## config.mk

```make
export PLATFORM = sky130hd
export DESIGN_NAME = lcd_ctrl_flat
export DESIGN_NICKNAME = d
export VERILOG_FILES = /design/src/rtl/lcd_pkg.sv /design/src/rtl/lcd_ctrl_if.sv /design/src/rtl/lcd_ctrl.sv /design/src/flat_wrapper.sv
export SDC_FILE = /design/constraint.sdc
export NUM_CORES = 1
export LEC_CHECK = 0
export BUFFER_PORTS_ARGS = -buffer_cell sky130_fd_sc_hd__buf_2
export CORE_MARGIN = 2
export CORE_UTILIZATION = 57
export DETAILED_ROUTE_END_ITERATION = 8
export MAX_ROUTING_LAYER = met4
export PLACE_DENSITY = 0.79
export SYNTH_ARGS = -nofsm -noshare
export SYNTH_HDL_FRONTEND = slang
export SYNTH_SLANG_ARGS = --single-unit
```

## constraint.sdc

```tcl
create_clock -name clk_i -period 2.6 [get_ports clk_i]
set_clock_uncertainty 0.05 [all_clocks]
set_input_delay 0.26 -clock clk_i [delete_from_list [all_inputs] [get_ports clk_i]]
set_output_delay 0.26 -clock clk_i [all_outputs]
set_load 0.02 [all_outputs]
```

## src/rtl/lcd_pkg.sv

```systemverilog
// Shared types and constants for the HD44780 character-LCD bus driver.
package lcd_pkg;

  typedef enum logic [2:0] {
    IDLE,
    SETUP,
    EN_HI,
    HOLD,
    EXEC,
    PWRUP
  } lcd_state_e;

  localparam logic [7:0] LCD_CMD_CLEAR     = 8'h01;
  localparam logic [7:0] LCD_CMD_HOME      = 8'h02;
  localparam logic [7:0] LCD_CMD_FUNC_8B2L = 8'h38;
  localparam logic [7:0] LCD_CMD_DISP_ON   = 8'h0C;
  localparam logic [7:0] LCD_CMD_ENTRY_INC = 8'h06;

  // Power-on command sequence, element 0 is issued first.
  localparam int INIT_LEN = 4;
  localparam logic [INIT_LEN-1:0][7:0] INIT_SEQ = {
    LCD_CMD_ENTRY_INC, LCD_CMD_CLEAR, LCD_CMD_DISP_ON, LCD_CMD_FUNC_8B2L
  };

  function automatic int max2(input int a, input int b);
    return (a > b) ? a : b;
  endfunction

  // Clear (0x01) and home (0x02/0x03) need the long execution wait.
  function automatic logic is_slow_cmd(input logic rs, input logic [7:0] data);
    return !rs && (data[7:2] == 6'd0) && (data != 8'd0);
  endfunction

endpackage

```

## src/rtl/lcd_ctrl_if.sv

```systemverilog
// Request handshake between the core's LCD register and the LCD bus driver.
interface lcd_ctrl_if;
  logic       valid;
  logic       ready;
  logic       rs;
  logic [7:0] data;

  modport master (output valid, output rs, output data, input ready);
  modport slave  (input valid, input rs, input data, output ready);
endinterface

```

## src/rtl/lcd_ctrl.sv

```systemverilog
// HD44780 bus driver: takes one command/data byte per handshake and generates
// the RS/DATA setup, EN pulse, hold and execution wait on the LCD pins.
// Optional build macro LCD_INIT_EN: after reset, wait the power-up time and
// issue the init command sequence before accepting requests.
module lcd_ctrl
  import lcd_pkg::*;
#(
  parameter int T_SETUP_CYC = 4,
  parameter int T_EN_CYC    = 12,
  parameter int T_HOLD_CYC  = 2,
  parameter int T_EXEC_CYC  = 2500,
  parameter int T_CLEAR_CYC = 82000,
  parameter int T_PWRUP_CYC = 750000
) (
  input  logic       clk_i,
  input  logic       rst_ni,
  lcd_ctrl_if.slave  req,
  input  logic       lcd_on_i,
  output logic       busy_o,
  output logic [7:0] lcd_data_o,
  output logic       lcd_rw_o,
  output logic       lcd_rs_o,
  output logic       lcd_en_o,
  output logic       lcd_on_o
);

  localparam int MAX_CYC = max2(max2(max2(T_SETUP_CYC, T_EN_CYC), max2(T_HOLD_CYC, T_EXEC_CYC)),
                                max2(T_CLEAR_CYC, T_PWRUP_CYC));
  localparam int CNT_W   = $clog2(MAX_CYC) + 1;
  typedef logic [CNT_W-1:0] cnt_t;

`ifdef LCD_INIT_EN
  localparam lcd_state_e RST_STATE = PWRUP;
  localparam cnt_t       RST_CNT   = cnt_t'(T_PWRUP_CYC);
  localparam logic       RST_READY = 1'b0;
  typedef logic [$clog2(INIT_LEN)-1:0] idx_t;
  idx_t idx, idx_n;
  logic init_done, init_done_n;
`else
  localparam lcd_state_e RST_STATE = IDLE;
  localparam cnt_t       RST_CNT   = '0;
  localparam logic       RST_READY = 1'b1;
`endif

  lcd_state_e state, state_n;
  cnt_t       cnt, cnt_n;
  logic [7:0] data_n;
  logic       rs_n;
  logic       last;

  assign last     = (cnt <= cnt_t'(1));
  assign lcd_rw_o = 1'b0;

  // Next-state, counter reload and byte-latch selection.
  always_comb begin
    state_n = state;
    cnt_n   = cnt;
    data_n  = lcd_data_o;
    rs_n    = lcd_rs_o;
`ifdef LCD_INIT_EN
    idx_n       = idx;
    init_done_n = init_done;
`endif
    case (state)
      IDLE: begin
        if (req.valid && req.ready) begin
          state_n = SETUP;
          cnt_n   = cnt_t'(T_SETUP_CYC);
          data_n  = req.data;
          rs_n    = req.rs;
        end
      end
      SETUP: begin
        if (last) begin
          state_n = EN_HI;
          cnt_n   = cnt_t'(T_EN_CYC);
        end else begin
          cnt_n = cnt - cnt_t'(1);
        end
      end
      EN_HI: begin
        if (last) begin
          state_n = HOLD;
          cnt_n   = cnt_t'(T_HOLD_CYC);
        end else begin
          cnt_n = cnt - cnt_t'(1);
        end
      end
      HOLD: begin
        if (last) begin
          state_n = EXEC;
          cnt_n   = is_slow_cmd(lcd_rs_o, lcd_data_o) ? cnt_t'(T_CLEAR_CYC) : cnt_t'(T_EXEC_CYC);
        end else begin
          cnt_n = cnt - cnt_t'(1);
        end
      end
      EXEC: begin
        if (last) begin
          state_n = IDLE;
`ifdef LCD_INIT_EN
          // Chain straight into the next init byte without passing through IDLE.
          if (!init_done) begin
            if (idx == idx_t'(INIT_LEN - 1)) begin
              init_done_n = 1'b1;
            end else begin
              idx_n   = idx + idx_t'(1);
              state_n = SETUP;
              cnt_n   = cnt_t'(T_SETUP_CYC);
              data_n  = INIT_SEQ[idx + idx_t'(1)];
              rs_n    = 1'b0;
            end
          end
`endif
        end else begin
          cnt_n = cnt - cnt_t'(1);
        end
      end
`ifdef LCD_INIT_EN
      PWRUP: begin
        if (last) begin
          state_n = SETUP;
          cnt_n   = cnt_t'(T_SETUP_CYC);
          data_n  = INIT_SEQ[0];
          rs_n    = 1'b0;
        end else begin
          cnt_n = cnt - cnt_t'(1);
        end
      end
`endif
      default: state_n = IDLE;
    endcase
  end

  // State, counter and registered LCD/handshake outputs; EN clears asynchronously on reset.
  always_ff @(posedge clk_i or negedge rst_ni) begin
    if (!rst_ni) begin
      state      <= RST_STATE;
      cnt        <= RST_CNT;
      lcd_data_o <= 8'h00;
      lcd_rs_o   <= 1'b0;
      lcd_en_o   <= 1'b0;
      req.ready  <= RST_READY;
      busy_o     <= !RST_READY;
`ifdef LCD_INIT_EN
      idx        <= '0;
      init_done  <= 1'b0;
`endif
    end else begin
      state      <= state_n;
      cnt        <= cnt_n;
      lcd_data_o <= data_n;
      lcd_rs_o   <= rs_n;
      lcd_en_o   <= (state_n == EN_HI);
      req.ready  <= (state_n == IDLE);
      busy_o     <= (state_n != IDLE);
`ifdef LCD_INIT_EN
      idx        <= idx_n;
      init_done  <= init_done_n;
`endif
    end
  end

  // Backlight/power pin follows the request one cycle later, independent of the FSM.
  always_ff @(posedge clk_i or negedge rst_ni) begin
    if (!rst_ni) lcd_on_o <= 1'b0;
    else         lcd_on_o <= lcd_on_i;
  end

endmodule
```

## src/flat_wrapper.sv

```systemverilog
// flat-port wrapper written by rule: the top's interface ports become plain ports
module lcd_ctrl_flat import lcd_pkg::*;
#(
  parameter int T_SETUP_CYC = 4,
  parameter int T_EN_CYC    = 12,
  parameter int T_HOLD_CYC  = 2,
  parameter int T_EXEC_CYC  = 2500,
  parameter int T_CLEAR_CYC = 82000,
  parameter int T_PWRUP_CYC = 750000
)
  (clk_i, rst_ni, lcd_on_i, busy_o, lcd_data_o, lcd_rw_o, lcd_rs_o, lcd_en_o, lcd_on_o, req_valid, req_rs, req_data, req_ready);
  lcd_ctrl_if req_i ();
  input  logic clk_i;
  input  logic rst_ni;
  input  logic lcd_on_i;
  output logic busy_o;
  output logic [7:0] lcd_data_o;
  output logic lcd_rw_o;
  output logic lcd_rs_o;
  output logic lcd_en_o;
  output logic lcd_on_o;
  input wire logic [$bits(req_i.valid)-1:0] req_valid;
  input wire logic [$bits(req_i.rs)-1:0] req_rs;
  input wire logic [$bits(req_i.data)-1:0] req_data;
  output wire logic [$bits(req_i.ready)-1:0] req_ready;
  assign req_i.valid = req_valid;
  assign req_i.rs = req_rs;
  assign req_i.data = req_data;
  assign req_ready = req_i.ready;
  lcd_ctrl #(.T_SETUP_CYC(T_SETUP_CYC), .T_EN_CYC(T_EN_CYC), .T_HOLD_CYC(T_HOLD_CYC), .T_EXEC_CYC(T_EXEC_CYC), .T_CLEAR_CYC(T_CLEAR_CYC), .T_PWRUP_CYC(T_PWRUP_CYC)) u_core (.clk_i(clk_i), .rst_ni(rst_ni), .req(req_i), .lcd_on_i(lcd_on_i), .busy_o(busy_o), .lcd_data_o(lcd_data_o), .lcd_rw_o(lcd_rw_o), .lcd_rs_o(lcd_rs_o), .lcd_en_o(lcd_en_o), .lcd_on_o(lcd_on_o));
endmodule
```

==> Word level (Yosys, flattened, before mapping) <==
Cells that the tools add are included.
{ "word_totals": {"reg_bits": 37, "inputBits": 13} }
{ "op_classes": {"add_sub_neg": 1, "magnitude_cmp": 1, "eq_ne": 7, "muxes": 13, "reduce_logical": 12} }
{ "ops": {"columns": ["op", "count"], "rows": [
  ["21-bit two-way mux", 5],
  ["21-bit one-hot mux with 5 select lines", 1],
  ["21-bit by 1-bit less-or-equal comparator with 1-bit output (second input constant)", 1],
  ["21-bit by 1-bit subtractor with 21-bit output (second input constant)", 1],
  ["17-bit two-way mux", 1],
  ["3-bit two-way mux", 5],
  ["3-bit one-hot mux with 5 select lines", 1],
  ["3-bit by 2-bit equality test with 1-bit output (second input constant)", 3],
  ["8-bit nonzero test", 1],
  ["3-bit zero test", 2],
  ["6-bit zero test", 1],
  ["5-bit nonzero test", 1],
  ["3-bit by 1-bit equality test with 1-bit output (second input constant)", 1],
  ["3-bit equality test (second input constant)", 1],
  ["1-bit logical AND", 3],
  ["3-bit AND reduction", 1],
  ["3-bit nonzero test", 1],
  ["2-bit by 1-bit != test with 1-bit output (second input constant)", 1],
  ["2-bit != test (second input constant)", 1],
  ["2-bit AND reduction", 1],
  ["1-bit zero test", 1]
]} }

==> Logic depth before layout (Yosys ltp) <==
{ "logic_depth": {"ltp_word": 6, "mapped_depth": 10, "ltp_nobuf": 8} }

==> Worst setup path after synthesis <==
OpenSTA, ideal clock, no wires.
{ "synth_path": {"path_kind": "register -> register", "from": "register u_core.cnt[6]", "to": "register u_core.cnt[16]", "arrival_ns": 1.972, "required_time_ns": 2.426, "setup_slack_ns": 0.454, "stages_incl_launch_ff": 9, "n_path_buf": 2, "synth_period_minus_slack_ns": 2.146, "cell_sequence": "dfrtp_1 -> buf_4 -> nor4_4 -> o2111ai_2 -> or2_1 -> buf_2 -> a21oi_4 -> o21ai_1 -> a211o_1"} }
{ "synth_between": {"elab_chain_cells": 3} }
{ "synth_lines": {"columns": ["item", "line", "source"], "rows": [
  ["start: declaration", "lcd_ctrl.sv:46", "cnt_t cnt, cnt_n;"],
  ["start signal: assignment", "lcd_ctrl.sv:150", "cnt <= cnt_n;"],
  ["21-bit by 1-bit subtractor with 21-bit output or 21-bit by 1-bit less-or-equal comparator with 1-bit output (tied branches)", null, null],
  ["21-bit two-way mux (tied with other cells)", "lcd_ctrl.sv:98", "if (last) begin"],
  ["21-bit one-hot mux with 5 select lines or 3-bit AND reduction (tied branches)", null, null]
]} }
Several ways; a longest one is shown, not always the timed one. The select of a mux whose other input is x is not followed.
A chain may end at the register's enable or synchronous reset.

==> Worst setup path after layout <==
{ "layout_path": {"from": "register u_core.cnt[6]", "to": "register u_core.cnt[2]"} }
{ "layout_between": {"elab_chain_cells": 3} }
{ "layout_lines": {"columns": ["item", "line", "source"], "rows": [
  ["21-bit by 1-bit less-or-equal comparator with 1-bit output *", "lcd_ctrl.sv:51", "assign last = (cnt <= cnt_t'(1));"],
  ["21-bit two-way mux (tied with other cells)", "lcd_ctrl.sv:90", "if (last) begin"],
  ["21-bit one-hot mux with 5 select lines or 3-bit AND reduction (tied branches)", null, null]
]} }
Every way passes the cells marked *; elsewhere a longest branch is shown, timed or not.

==> results_dict.tcl <==
set metrics [dict create \
    yosysWarningCount 0 \
    post-route-cell-area_um2 2400 \
    startpoint_type "register" \
    core_um2 3610 \
    vias_per_cell 6.06 \
    vdd_drop_max_v 0.000267 \
    crit_fanout 14 \
    internal-power_mw 0.896 \
    leakage_nw 1.08 \
    overflow 0 \
    yosysTopAreaCellShare 0.429 \
    placed_area_um2 2280 \
    setup_viol 0 \
    finalNonFillerCells 301 \
    wl_mm 4.68 \
    period_share 0.954 \
    cp.arrival_ns 2.58 \
    total_power_mw 1.11 \
    track_usage 0.251 \
    power_frac_comb 0.020 \
    grt_max_degree 38 \
    seqPwrFrac 0.518 \
    postRouteAntennaNets 0 \
    drc 0 \
    die_area_um2 4180 \
    grt_antenna_before_repair 0 \
    die-width_um 64.7 \
    dp_slack_ns 0.184 \
    ys_seq_area_frac 0.442 \
    hpwlAfterDp_mm 3.38 \
    synth_area_leaders "dfrtp_1 (43%), mux2_2 (4.8%), nor2_1 (3.8%)" \
    areaGrowthSynthToFinish_pct 14.5 \
    fill_cells 317 \
    post-route-min-period_ns 2.48 \
    yosys_register_bits 37 \
    cts_buffers 5 \
    wl_per_cell_um 15.5 \
    cts_root_buf "clkbuf_8" \
    drt_iter0_drc 145 \
    grt_setup_unrepaired "no" \
    clkTransAtPathRegs_ns 0.07 \
    tritoncts "yes" \
    vias 1823 \
    ioPinCount 27 \
    crit_type "reg2reg" \
    ys_async_sr_fraction 1.00 \
    ys_types 54 \
    worstMarginPinSlew_ns 0.799 \
    cts_sinks 37 \
    firstDrtPassIters 4 \
    max_slew_margin 0.467 \
    clockPowerShare 0.462 \
    p_sw_mw 0.216 \
    antenna_cells 0 \
    min_path_type "in2async" \
    gp_congestion 0.894 \
    final_util 0.667 \
    insertion_delay_ns 0.29 \
    switching_share 0.195 \
    cts_buffer_depth 2 \
    initial_core_util 0.582 \
    required_ns 2.70 \
    synthesis.area_um2 2100 \
    grt_pass1_wl_mm 7.89 \
    cap_violations 0 \
    htreeDepth 2 \
    rows 22 \
    cp-end-kind "register" \
    postSynthAreaPerCell_um2 9.37 \
    placedCellCount 293 \
    first_global_vias 1740 \
    drv_slew 0 \
    port_buffers 25 \
    p_per_area_nw_per_um2 463 \
    hold_viol 0 \
    synth_fp_nets 239 \
    synth_edf_count 0 \
    ys.flop_type "dfrtp_1" \
    drive_gt1_frac 0.245 \
    status "finished clean" \
    max_freq_ghz 0.403 \
    setup_ws_ns 0.120 \
    die_h_um 64.7 \
    syn_inst 224 \
    final.setup.tns_ns 0 \
    yosys.area.top_type "dfrtp_1" \
    hold_ws_ns 0.00132 \
    final_nets 267 \
    r2r_slack_ns 0.12 \
]
==> cell usage after synthesis (4+ instances only) <==
cell type / instances
buf_2: 5
o21ai_1: 15
nand3_1: 7
nand2_1: 17
clkbuf_1: 5
a31oi_1: 4
dfrtp_1: 36
nor3_1: 11
a21oi_1: 14
o21ai_0: 4
mux2_2: 9
nor2_1: 21
nor4_1: 7
inv_1: 5
==> cell type report <==
cell class              count  area [µm²]  area share
repair buffers             34         193      0.0802
clock buffers               7        86.3      0.0359
clock inverters             1        30.0      0.0125
well taps                  48        60.1      0.0250
flip-flops and latches     37         927       0.386
multi-input cells         168        1080       0.451
inverters                   6        22.5     0.00937
==> routing by layer <==
metal	GRT usage	share of wire	routed length, µm	vias up
li1	-	-	-	883
met1	0.318	0.45	2130	871
met2	0.409	0.47	2210	60
met3	0.0538	0.057	266	9
met4	0.0745	0.017	78	0
met5	-	0	0	-
==> kinds of logic (layout without fill, tap and decap cells) <==
group                    Yosys count  after routing  share of synthesized area
multiplexers                       9              9                     0.0483
flip-flops                        37             37                      0.442
AO/OA/AOI/OAI                     67             67                      0.216
buffers and inverters             19             48                     0.0441
adder cells (fa/ha/maj)            2              2                     0.0119
other                              1              1                    0.00179
XOR/XNOR                           3              3                     0.0125
AND/OR/NAND/NOR                   86             86                      0.223
==> path summary, 6_finish.rpt <==
check                                           startpoint                         end  cells past startpoint
worst min register to register  u_core.cnt[17]$_DFFE_PN0P_  u_core.cnt[17]$_DFFE_PN0P_                      1
max in group asynchronous                           rst_ni   u_core.cnt[4]$_DFFE_PN0P_                      1
worst max-delay path             u_core.cnt[6]$_DFFE_PN0P_   u_core.cnt[2]$_DFFE_PN0P_                      6
min in group clk_i                                lcd_on_i   u_core.lcd_on_o$_DFF_PN0_                      1
worst max register to register   u_core.cnt[6]$_DFFE_PN0P_   u_core.cnt[2]$_DFFE_PN0P_                      6
worst min-delay path                                rst_ni   u_core.lcd_on_o$_DFF_PN0_                      1
==> worst max-delay path, stage by stage, from the launching register on <==
cell and delay (ns):
dfrtp_1 0.50, nor4_4 0.42, o2111ai_2 0.24, or2_1 0.32, buf_4 0.20, a2111oi_0 0.53
a311oi_1 0.08
==> power by group through the flow <==
stage | Combinational, mW | Sequential, mW | Clock (mW)
after floorplan | 0.00252 | 0.589 | 0
after CTS | 0.0230 | 0.576 | 0.522
final | 0.0218 | 0.576 | 0.514
after global routing | 0.0255 | 0.576 | 0.542
after global placement | 0.0223 | 0.587 | 0
after detailed placement | 0.0231 | 0.587 | 0
==> what timing repair did <==
item                                    in CTS  in global routing
hold buffers                                 0                  0
endpoints found under the setup margin       0                  2
resized for setup                            0                  1
buffers inserted                             0                  0
==> flip-flops by register name, summed over array words and instances, names as in the netlist <==
name / flops
u_core.cnt: 21
u_core.req.ready: 1
u_core.lcd_rs_o: 1
u_core.lcd_data_o: 8
u_core.state: 3
u_core.lcd_on_o: 1
u_core.lcd_en_o: 1
u_core.busy_o: 1
==> cells in the final DEF, fill, tap and decap left out, types with 2 or more instances in the layout <==
master / count
a211o_1: 3
a21o_1: 3
a21oi_1: 14
a311oi_1: 3
a31oi_1: 4
a32oi_1: 2
and3_1: 2
buf_2: 25
buf_4: 9
clkbuf_8: 6
dfrtp_1: 36
ha_1: 2
inv_1: 5
mux2_2: 9
nand2_1: 17
nand2b_1: 2
nand3_1: 7
nor2_1: 21
nor2b_1: 2
nor3_1: 11
nor4_1: 7
nor4_4: 2
o211ai_1: 3
o21ai_0: 4
o21ai_1: 15
o21bai_1: 2
o2bb2ai_1: 2
o31ai_1: 3
or2_1: 3
or4_1: 2
xor2_1: 2
(Power assumes the default switching activity.)
